**config.mk**
```make
export PLATFORM = sky130hd
export DESIGN_NAME = mem_word_reader
export DESIGN_NICKNAME = d
export VERILOG_FILES = /design/src/rtl/mem_word_reader_pkg.sv /design/src/rtl/mem_word_reader_assembler.sv /design/src/rtl/mem_word_reader.sv
export SDC_FILE = /design/constraint.sdc
export NUM_CORES = 1
export LEC_CHECK = 0
export BUFFER_PORTS_ARGS = -buffer_cell sky130_fd_sc_hd__buf_2
export CAP_MARGIN = 0
export CORE_ASPECT_RATIO = 0.8
export CORE_MARGIN = 2
export CORE_UTILIZATION = 57
export CTS_BUF_LIST = sky130_fd_sc_hd__clkbuf_8
export DETAILED_ROUTE_END_ITERATION = 10
export MAX_ROUTING_LAYER = met4
export PLACE_DENSITY = 0.83
export REMOVE_ABC_BUFFERS = 1
export SLEW_MARGIN = 20
export SYNTH_ARGS = -nofsm -noshare
export SYNTH_HDL_FRONTEND = slang
export SYNTH_SLANG_ARGS = --single-unit
```
**constraint.sdc**
```tcl
create_clock -name clk -period 3.7 [get_ports clk]
set_input_delay 0.37 -clock clk [delete_from_list [all_inputs] [get_ports clk]]
set_output_delay 0.37 -clock clk [all_outputs]
set_load 0.05 [all_outputs]
```
**src/rtl/mem_word_reader_pkg.sv**
```systemverilog
// Shared types and constants for the halfword-memory word reader.
package mem_word_reader_pkg;

    localparam int unsigned WORD_W = 32;
    localparam int unsigned HALF_W = 16;
    localparam int unsigned BYTE_W = 8;
    localparam int unsigned SLOT_N = 3;
    localparam int unsigned BUF_W  = HALF_W * SLOT_N;

    localparam logic ENDIAN_BIG    = 1'b0;
    localparam logic ENDIAN_LITTLE = 1'b1;

    typedef enum logic [2:0] {
        S_IDLE    = 3'd0,
        S_ISSUE   = 3'd1,
        S_WAIT    = 3'd2,
        S_CAPTURE = 3'd3,
        S_DONE    = 3'd4
    } state_t;

    // Reverse byte order of a 32-bit word.
    function automatic logic [WORD_W-1:0] byte_swap32(input logic [WORD_W-1:0] w);
        return {w[7:0], w[15:8], w[23:16], w[31:24]};
    endfunction

endpackage

```
**src/rtl/mem_word_reader_assembler.sv**
```systemverilog
// Picks the four addressed bytes out of the slot buffer and applies endian order.
module word_assembler
    import mem_word_reader_pkg::*;
(
    input  logic [BUF_W-1:0]  slot_buf,
    input  logic              a0_lsb,
    input  logic              le,
    output logic [WORD_W-1:0] word_c
);

    logic [WORD_W-1:0] bytes_be;

    // Slot 0 sits in the top of the buffer, so the byte stream reads left to right.
    always_comb begin
        bytes_be = a0_lsb ? slot_buf[BUF_W-1-BYTE_W -: WORD_W]
                          : slot_buf[BUF_W-1 -: WORD_W];
        word_c   = (le == ENDIAN_LITTLE) ? byte_swap32(bytes_be) : bytes_be;
    end

endmodule

```
**src/rtl/mem_word_reader.sv**
```systemverilog
// Byte-addressed 32-bit word read sequencer over a 16-bit halfword memory.
module mem_word_reader
    import mem_word_reader_pkg::*;
#(
    parameter int unsigned BYTE_ADDR_W = 8,
    parameter int unsigned RD_LAT      = 1
) (
    input  logic                   clk,
    input  logic                   rst,
    input  logic                   req,
    input  logic [BYTE_ADDR_W-1:0] byte_addr,
    input  logic                   little_endian,
    output logic                   busy,
    output logic                   done,
    output logic [WORD_W-1:0]      rd_word,
    output logic                   unaligned,
    output logic [BYTE_ADDR_W-2:0] mem_addr,
    input  logic [HALF_W-1:0]      mem_rd_data
);

    localparam int unsigned HADDR_W = BYTE_ADDR_W - 1;
    localparam int unsigned CNT_W   = (RD_LAT > 1) ? $clog2(RD_LAT) : 1;

    state_t              state, state_nxt;
    logic [HADDR_W-1:0]  h, h_nxt;
    logic                le_q, le_nxt;
    logic                unaligned_nxt;
    logic [1:0]          slot_idx, slot_idx_nxt;
    logic [BUF_W-1:0]    slot_buf, slot_buf_nxt;
    logic [CNT_W-1:0]    wait_cnt, wait_cnt_nxt;
    logic [HADDR_W-1:0]  mem_addr_nxt;
    logic                busy_nxt, done_nxt;
    logic [WORD_W-1:0]   rd_word_nxt;
    logic [WORD_W-1:0]   asm_word_c;

    word_assembler u_asm (
        .slot_buf (slot_buf),
        .a0_lsb   (unaligned),
        .le       (le_q),
        .word_c   (asm_word_c)
    );

    // State and datapath registers.
    always_ff @(posedge clk or posedge rst) begin
        if (rst) begin
            state     <= S_IDLE;
            h         <= '0;
            le_q      <= ENDIAN_BIG;
            unaligned <= 1'b0;
            slot_idx  <= '0;
            slot_buf  <= '0;
            wait_cnt  <= '0;
            mem_addr  <= '0;
            busy      <= 1'b0;
            done      <= 1'b0;
            rd_word   <= '0;
        end else begin
            state     <= state_nxt;
            h         <= h_nxt;
            le_q      <= le_nxt;
            unaligned <= unaligned_nxt;
            slot_idx  <= slot_idx_nxt;
            slot_buf  <= slot_buf_nxt;
            wait_cnt  <= wait_cnt_nxt;
            mem_addr  <= mem_addr_nxt;
            busy      <= busy_nxt;
            done      <= done_nxt;
            rd_word   <= rd_word_nxt;
        end
    end

    // Next-state and next-output logic.
    always_comb begin
        state_nxt     = state;
        h_nxt         = h;
        le_nxt        = le_q;
        unaligned_nxt = unaligned;
        slot_idx_nxt  = slot_idx;
        slot_buf_nxt  = slot_buf;
        wait_cnt_nxt  = wait_cnt;
        mem_addr_nxt  = mem_addr;
        busy_nxt      = busy;
        done_nxt      = 1'b0;
        rd_word_nxt   = rd_word;

        unique case (state)
            S_IDLE: begin
                if (req) begin
                    h_nxt         = byte_addr[BYTE_ADDR_W-1:1];
                    le_nxt        = little_endian;
                    unaligned_nxt = byte_addr[0];
                    slot_idx_nxt  = '0;
                    slot_buf_nxt  = '0;
                    busy_nxt      = 1'b1;
                    state_nxt     = S_ISSUE;
                end
            end
            S_ISSUE: begin
                mem_addr_nxt = h;
                wait_cnt_nxt = '0;
                state_nxt    = S_WAIT;
            end
            S_WAIT: begin
                if (wait_cnt == CNT_W'(RD_LAT - 1)) begin
                    state_nxt = S_CAPTURE;
                end else begin
                    wait_cnt_nxt = wait_cnt + CNT_W'(1);
                end
            end
            S_CAPTURE: begin
                case (slot_idx)
                    2'd0:    slot_buf_nxt[BUF_W-1 -: HALF_W]          = mem_rd_data;
                    2'd1:    slot_buf_nxt[BUF_W-1-HALF_W -: HALF_W]   = mem_rd_data;
                    default: slot_buf_nxt[HALF_W-1:0]                 = mem_rd_data;
                endcase
                // Unaligned words straddle three halfwords, aligned ones two.
                if (slot_idx == (unaligned ? 2'd2 : 2'd1)) begin
                    state_nxt = S_DONE;
                end else begin
                    h_nxt        = h + HADDR_W'(1);
                    slot_idx_nxt = slot_idx + 2'd1;
                    state_nxt    = S_ISSUE;
                end
            end
            S_DONE: begin
                rd_word_nxt = asm_word_c;
                done_nxt    = 1'b1;
                busy_nxt    = 1'b0;
                state_nxt   = S_IDLE;
            end
            default: state_nxt = S_IDLE;
        endcase
    end

endmodule
```
==> results of run 1 <==
==> kinds of logic (layout without fill, tap and decap cells) <==
family          count (synthesis)  count (layout)
fa+ha+maj                       3               3
compound gates                 96              96
xor+xnor                        2               2
flops                          95              95
simple gates                  125             125
buf+inv                        35              93
mux                            54              54
==> registers in the layout, summed over array words and instances (netlist names) <==
| signal | count |
|---|---|
| done | 1 |
| slot_buf | 40 |
| busy | 1 |
| rd_word | 32 |
| slot_idx | 2 |
| le_q | 1 |
| unaligned | 1 |
| mem_addr | 7 |
| state | 3 |
| h | 7 |
==> synthesized netlist by cell type (2+ instances only) <==
library cell	count	share of area
a21oi_1	8	0.0088
clkbuf_1	10	0.0083
dfrtp_1	95	0.52
a41oi_1	2	0.0039
o311a_1	2	0.0044
buf_6	4	0.0099
o21a_1	2	0.0033
a211oi_1	7	0.012
and3_1	5	0.0069
nand4_1	2	0.0028
nand3_1	5	0.0055
o21ai_1	2	0.0022
mux2i_1	8	0.018
nand2_1	81	0.067
o21ai_0	53	0.058
and3b_1	2	0.0039
ha_1	3	0.0083
inv_1	6	0.0050
nor2_1	20	0.017
mux2_2	30	0.074
buf_2	12	0.013
a21o_1	10	0.017
mux4_2	16	0.079
==> layout make-up <==
cell class / count / area (sq um)
Sequential cell: 95 / 2380
Clock buffer: 9 / 124
Inverter: 6 / 23.8
Multi-Input combinational cell: 280 / 1990
Fill cell: 606 / 2710
Clock inverter: 7 / 113
Timing Repair Buffer: 71 / 360
Tap cell: 108 / 135
==> worst max path at each step <==
stage,from,end,slack (ps)
final,unaligned,h[3],1510
after global routing,unaligned,h[3],1330
after CTS,unaligned,h[3],1510
after detailed placement,unaligned,h[3],1520
after global placement,unaligned,h[3],1640
after floorplan,rst,busy,850
==> where the power goes <==
group	internal, mW	switching [mW]
clock network	0.445	0.352
registers	1.51	0.551
logic	0.905	1.51
total	2.86	2.41
==> worst reg2reg max path, stage by stage (launching register included) <==
cell     delay [ps]
dfrtp_2        1000
nor3b_1         240
or3_1           510
a32oi_1         220
o31a_1          160
==> layer usage <==
layer	vias up	wire, microns	global-route usage
met3	9	628	0.0656
li1	1560	-	-
met5	-	0	-
met2	110	4450	0.364
met1	1623	3980	0.300
met4	0	93	0.0651
==> per-stage QoR <==
| step | cell area [sq um] | total power, mW | std cells | util | hold WS [ps] |
|---|---|---|---|---|---|
| final | 5120 | 5.28 | 576 | 0.654 | 149 |
| after global routing | 5120 | 5.65 | 576 | 0.654 | 203 |
| after CTS | 5120 | 5.30 | 576 | 0.654 | 170 |
| after detailed placement | 4890 | 4.50 | 560 | 0.624 | 461 |
| after global placement | 4890 | 4.37 | 560 | 0.624 | 453 |
| after floorplan | 4390 | 3.87 | 381 | - | 462 |
==> results.yml, run 1 <==
outcome:
  outcome: "complete, no violations"
timing:
  tightest_slew_ps: 953
  fmax_mhz: 456
  rsz0062_at_grt: "false"
  final-hold-violation-count: 0
  timing.final.crit_period_ps: 2190
  finalCritPeriodShare: 0.593
  tns_ps: 0
  setup_slack_ps: 1510
  skew_ps: 11.3
  setup_viol: 0
  timing.slew.headroom: 0.362
  drv_slew: 0
logic_synthesis:
  synth-simple-area-share: 0.124
  syn-cell-area_sq_um: 4550
  synth_compound_area_frac: 0.130
  synth_mux_area_frac: 0.171
  syn_inst: 410
  synth_top_family_by_area: "multiplexers"
  yosysWarnings: 0
  synthAdderAreaFrac: 0.00826
  synth_seq_cells: 95
  synth-seq-area-share: 0.523
  synthXorXnorAreaFrac: 0.00385
  synthFlopType: "dfrtp_1"
  syn_area_per_cell_sq_um: 11.1
  async_flop_share: 1.00
  ys_types: 48
  synth_edf_count: 0
power:
  peakVddDrop_v: 0.000515
  power_density_nw_per_um2: 1030
  p_leak_nw: 2.44
global_routing:
  grt_pass1_wl_microns: 15600
  grt_max_degree: 51
  overflow: 0
  grt_use_total: 0.232
  antenna_found_initial: 0
  grt_pass1_vias: 3329
worst_setup_path:
  critical_path_class: "reg2reg"
  startpoint_type: "flop"
  timing.rr.end: "h[3]"
  max_stage_delay_ps: 1000
  crit_path_end_kind: "flop"
  r2r-start: "unaligned"
  crit_buf_inv: 0
  reg2reg_slack_ps: 1510
  critPathTopFamily: "flip-flops"
  critical_path.max_fanout: 38
  cp_slowest_cell: "dfrtp_2"
  crit_chain: "nor3b_1, or3_1, a32oi_1, o31a_1"
  r2r_cells: 4
  cp_data_arrival_time_ps: 2490
  required_ps: 4000
  cp.depth: 4
clock_tree:
  cts_setup_buffers: 0
  cts_tree: "built"
  cts_sinks: 95
  clk_pin_slew_ps: 90
  cts_max_path_buffers: 2
  worstSkewPairLatency_ps: 350
  holdBufCountCts: 0
  root_buffer: "clkbuf_8"
  ctsHtreeMaxLevel: 3
  numCtsBuffers: 9
  ctsResizeCount: 0
layout:
  area_growth_pct: 12.7
  final_nets: 494
  drive_above_1_share: 0.308
  layout_common_cells: "dfrtp_1, nand2_1, buf_2, o21ai_0, mux2_2"
  final_common_cell: "dfrtp_1"
  antenna_cells: 0
min_path:
  hp-class: "in2async"
die:
  dieHeight_microns: 83.9
  die_w_microns: 104
  dieArea_sq_um: 8710
  coreArea_sq_um: 7840
  rows: 29
  start_util: 0.580
  io_pins: 70
detailed_routing:
  ant_nets: 0
  routed_via_density: 5.73
  wl_per_cell_microns: 15.9
  dr.pass1.iters: 4
  drc_errors: 0
  num_vias: 3302
  drt_wl_total_microns: 9150
  drt-initial-drc-count: 207
placement:
  hpwl_microns: 6150
  io_buffer_count: 69
  place_congestion: 0.814
  place_ws_ps: 1520
flow_run:
  cap_viol_max_count: 0
(Power assumes the default switching activity.)
==> run 2, diff against run 1 <==
- clock period: 3.7 -> 2.25 ns (I/O delays scaled with it)
==> run 2 against run 1 <==
Effect of this change: sequential share of layout area down 0.30 points; flip-flop and latch count unchanged; worst hold slack worse by 100 ps; count of clock-buffer cells in the layout unchanged; largest power group unchanged; die area unchanged.
==> results.yml, run 2 (synthesis results as in run 1) <==
clock_tree:
  ctsResizeCount: 0
  clk_pin_slew_ps: 90
  holdBufCountCts: 1
  cts_sinks: 95
  numCtsBuffers: 9
  cts_setup_buffers: 0
  root_buffer: "clkbuf_8"
  ctsHtreeMaxLevel: 3
  cts_max_path_buffers: 2
  cts_tree: "built"
  worstSkewPairLatency_ps: 370
die:
  io_pins: 70
  die_w_microns: 104
  rows: 29
  dieArea_sq_um: 8710
  coreArea_sq_um: 7840
  dieHeight_microns: 83.9
  start_util: 0.580
worst_setup_path:
  crit_chain: "or3b_2, a21o_1, nand2_1, o21ai_0"
  critical_path.max_fanout: 32
  max_stage_delay_ps: 560
  crit_buf_inv: 0
  critPathTopFamily: "simple AND/OR/NAND/NOR gates"
  cp_data_arrival_time_ps: 2210
  timing.rr.end: "slot_buf[27]"
  r2r-start: "state[0]"
  reg2reg_slack_ps: 250
  required_ps: 2460
  startpoint_type: "flop"
  crit_path_end_kind: "flop"
  r2r_cells: 4
  critical_path_class: "reg2reg"
  cp_slowest_cell: "or3b_2"
placement:
  io_buffer_count: 69
  place_ws_ps: 265
  place_congestion: 0.850
  hpwl_microns: 6170
  dp.cells: 565
timing:
  setup_viol: 0
  setup_slack_ps: 252
  timing.final.crit_period_ps: 2000
  fmax_mhz: 500
  skew_ps: 7.24
  drv_slew: 0
  rsz0062_at_grt: "false"
  final-hold-violation-count: 0
  finalCritPeriodShare: 0.888
  timing.slew.headroom: 0.419
  tns_ps: 0
  tightest_slew_ps: 872
power:
  total_power_mw: 8.50
  p_leak_nw: 2.45
  power_density_nw_per_um2: 1650
  peakVddDrop_v: 0.000987
global_routing:
  overflow: 0
  grt_max_degree: 77
  grt_use_total: 0.234
  grt_pass1_vias: 3267
  grt_pass1_wl_microns: 15600
  antenna_found_initial: 0
layout:
  top_register: "slot_buf"
  fill_cells: 619
  largest_reg_flops: 40
  top_regs: "slot_buf x40, rd_word x32"
  area_growth_pct: 13.5
  antenna_cells: 0
  register_area_sq_um: 2380
  final_common_cell: "dfrtp_1"
  final_nets: 500
  multi_input_area_sq_um: 1990
  layout_common_cells: "dfrtp_1, nand2_1, buf_2, o21ai_0, mux2_2"
  drive_above_1_share: 0.314
  stdcell_count: 582
detailed_routing:
  drc_errors: 0
  drt_wl_total_microns: 9160
  ant_nets: 0
  drt-initial-drc-count: 166
  wl_per_cell_microns: 15.7
  routed_via_density: 5.70
  num_vias: 3319
  dr.pass1.iters: 4
min_path:
  hold_start: "byte_addr[0]"
  hold-path-endpoint: "unaligned"
  whs_path_depth: 3
  hp-class: "in2reg"
flow_run:
  cap_viol_max_count: 0
outcome:
  outcome: "complete, no violations"
-- run 2: cell type report --
type	count	share of cell area
clock buffer	9	0.0240
inverter	6	0.00461
multi-input combinational	280	0.386
tap	108	0.0262
clock inverter	7	0.00946
sequential	95	0.461
timing repair buffer	77	0.0888
-- run 2: per-stage QoR --
stage | utilization | hold slack, ps | cell area [sq um]
2_1_floorplan | - | 330 | 4390
3_3_place_gp | 0.635 | 204 | 4980
3_5_place_dp | 0.635 | 213 | 4980
4_1_cts | 0.658 | 36.5 | 5160
5_1_grt | 0.658 | 51.5 | 5160
6_report | 0.658 | 45.9 | 5160
-- run 2: how the worst max path moves through the flow --
stage	from	end	slack, ps	depth (start not counted)
2_1_floorplan	rst	busy	-450	1
4_1_cts	state[0]	slot_buf[27]	250	4
6_report	state[0]	slot_buf[27]	250	4
3_3_place_gp	state[0]	slot_buf[40]	350	4
3_5_place_dp	state[0]	slot_buf[37]	270	4
5_1_grt	state[0]	slot_buf[40]	90	4
-- run 2: tightest hold or removal path, stage by stage --
cell and delay [ps]:
buf_2 70, nand2_1 40, nand2_1 40
-- run 2: routing by layer --
layer | GRT usage | vias to the layer above | part of all wire
met5 | - | - | 0
met4 | 0.0663 | 0 | 0.013
met3 | 0.0625 | 14 | 0.061
met2 | 0.373 | 94 | 0.48
met1 | 0.301 | 1638 | 0.44
li1 | - | 1573 | -
-- run 2: report_power, final --
part,switching (mW),internal (mW)
Combinational,2.75,1.59
Clock,0.613,0.401
Sequential,0.650,2.49
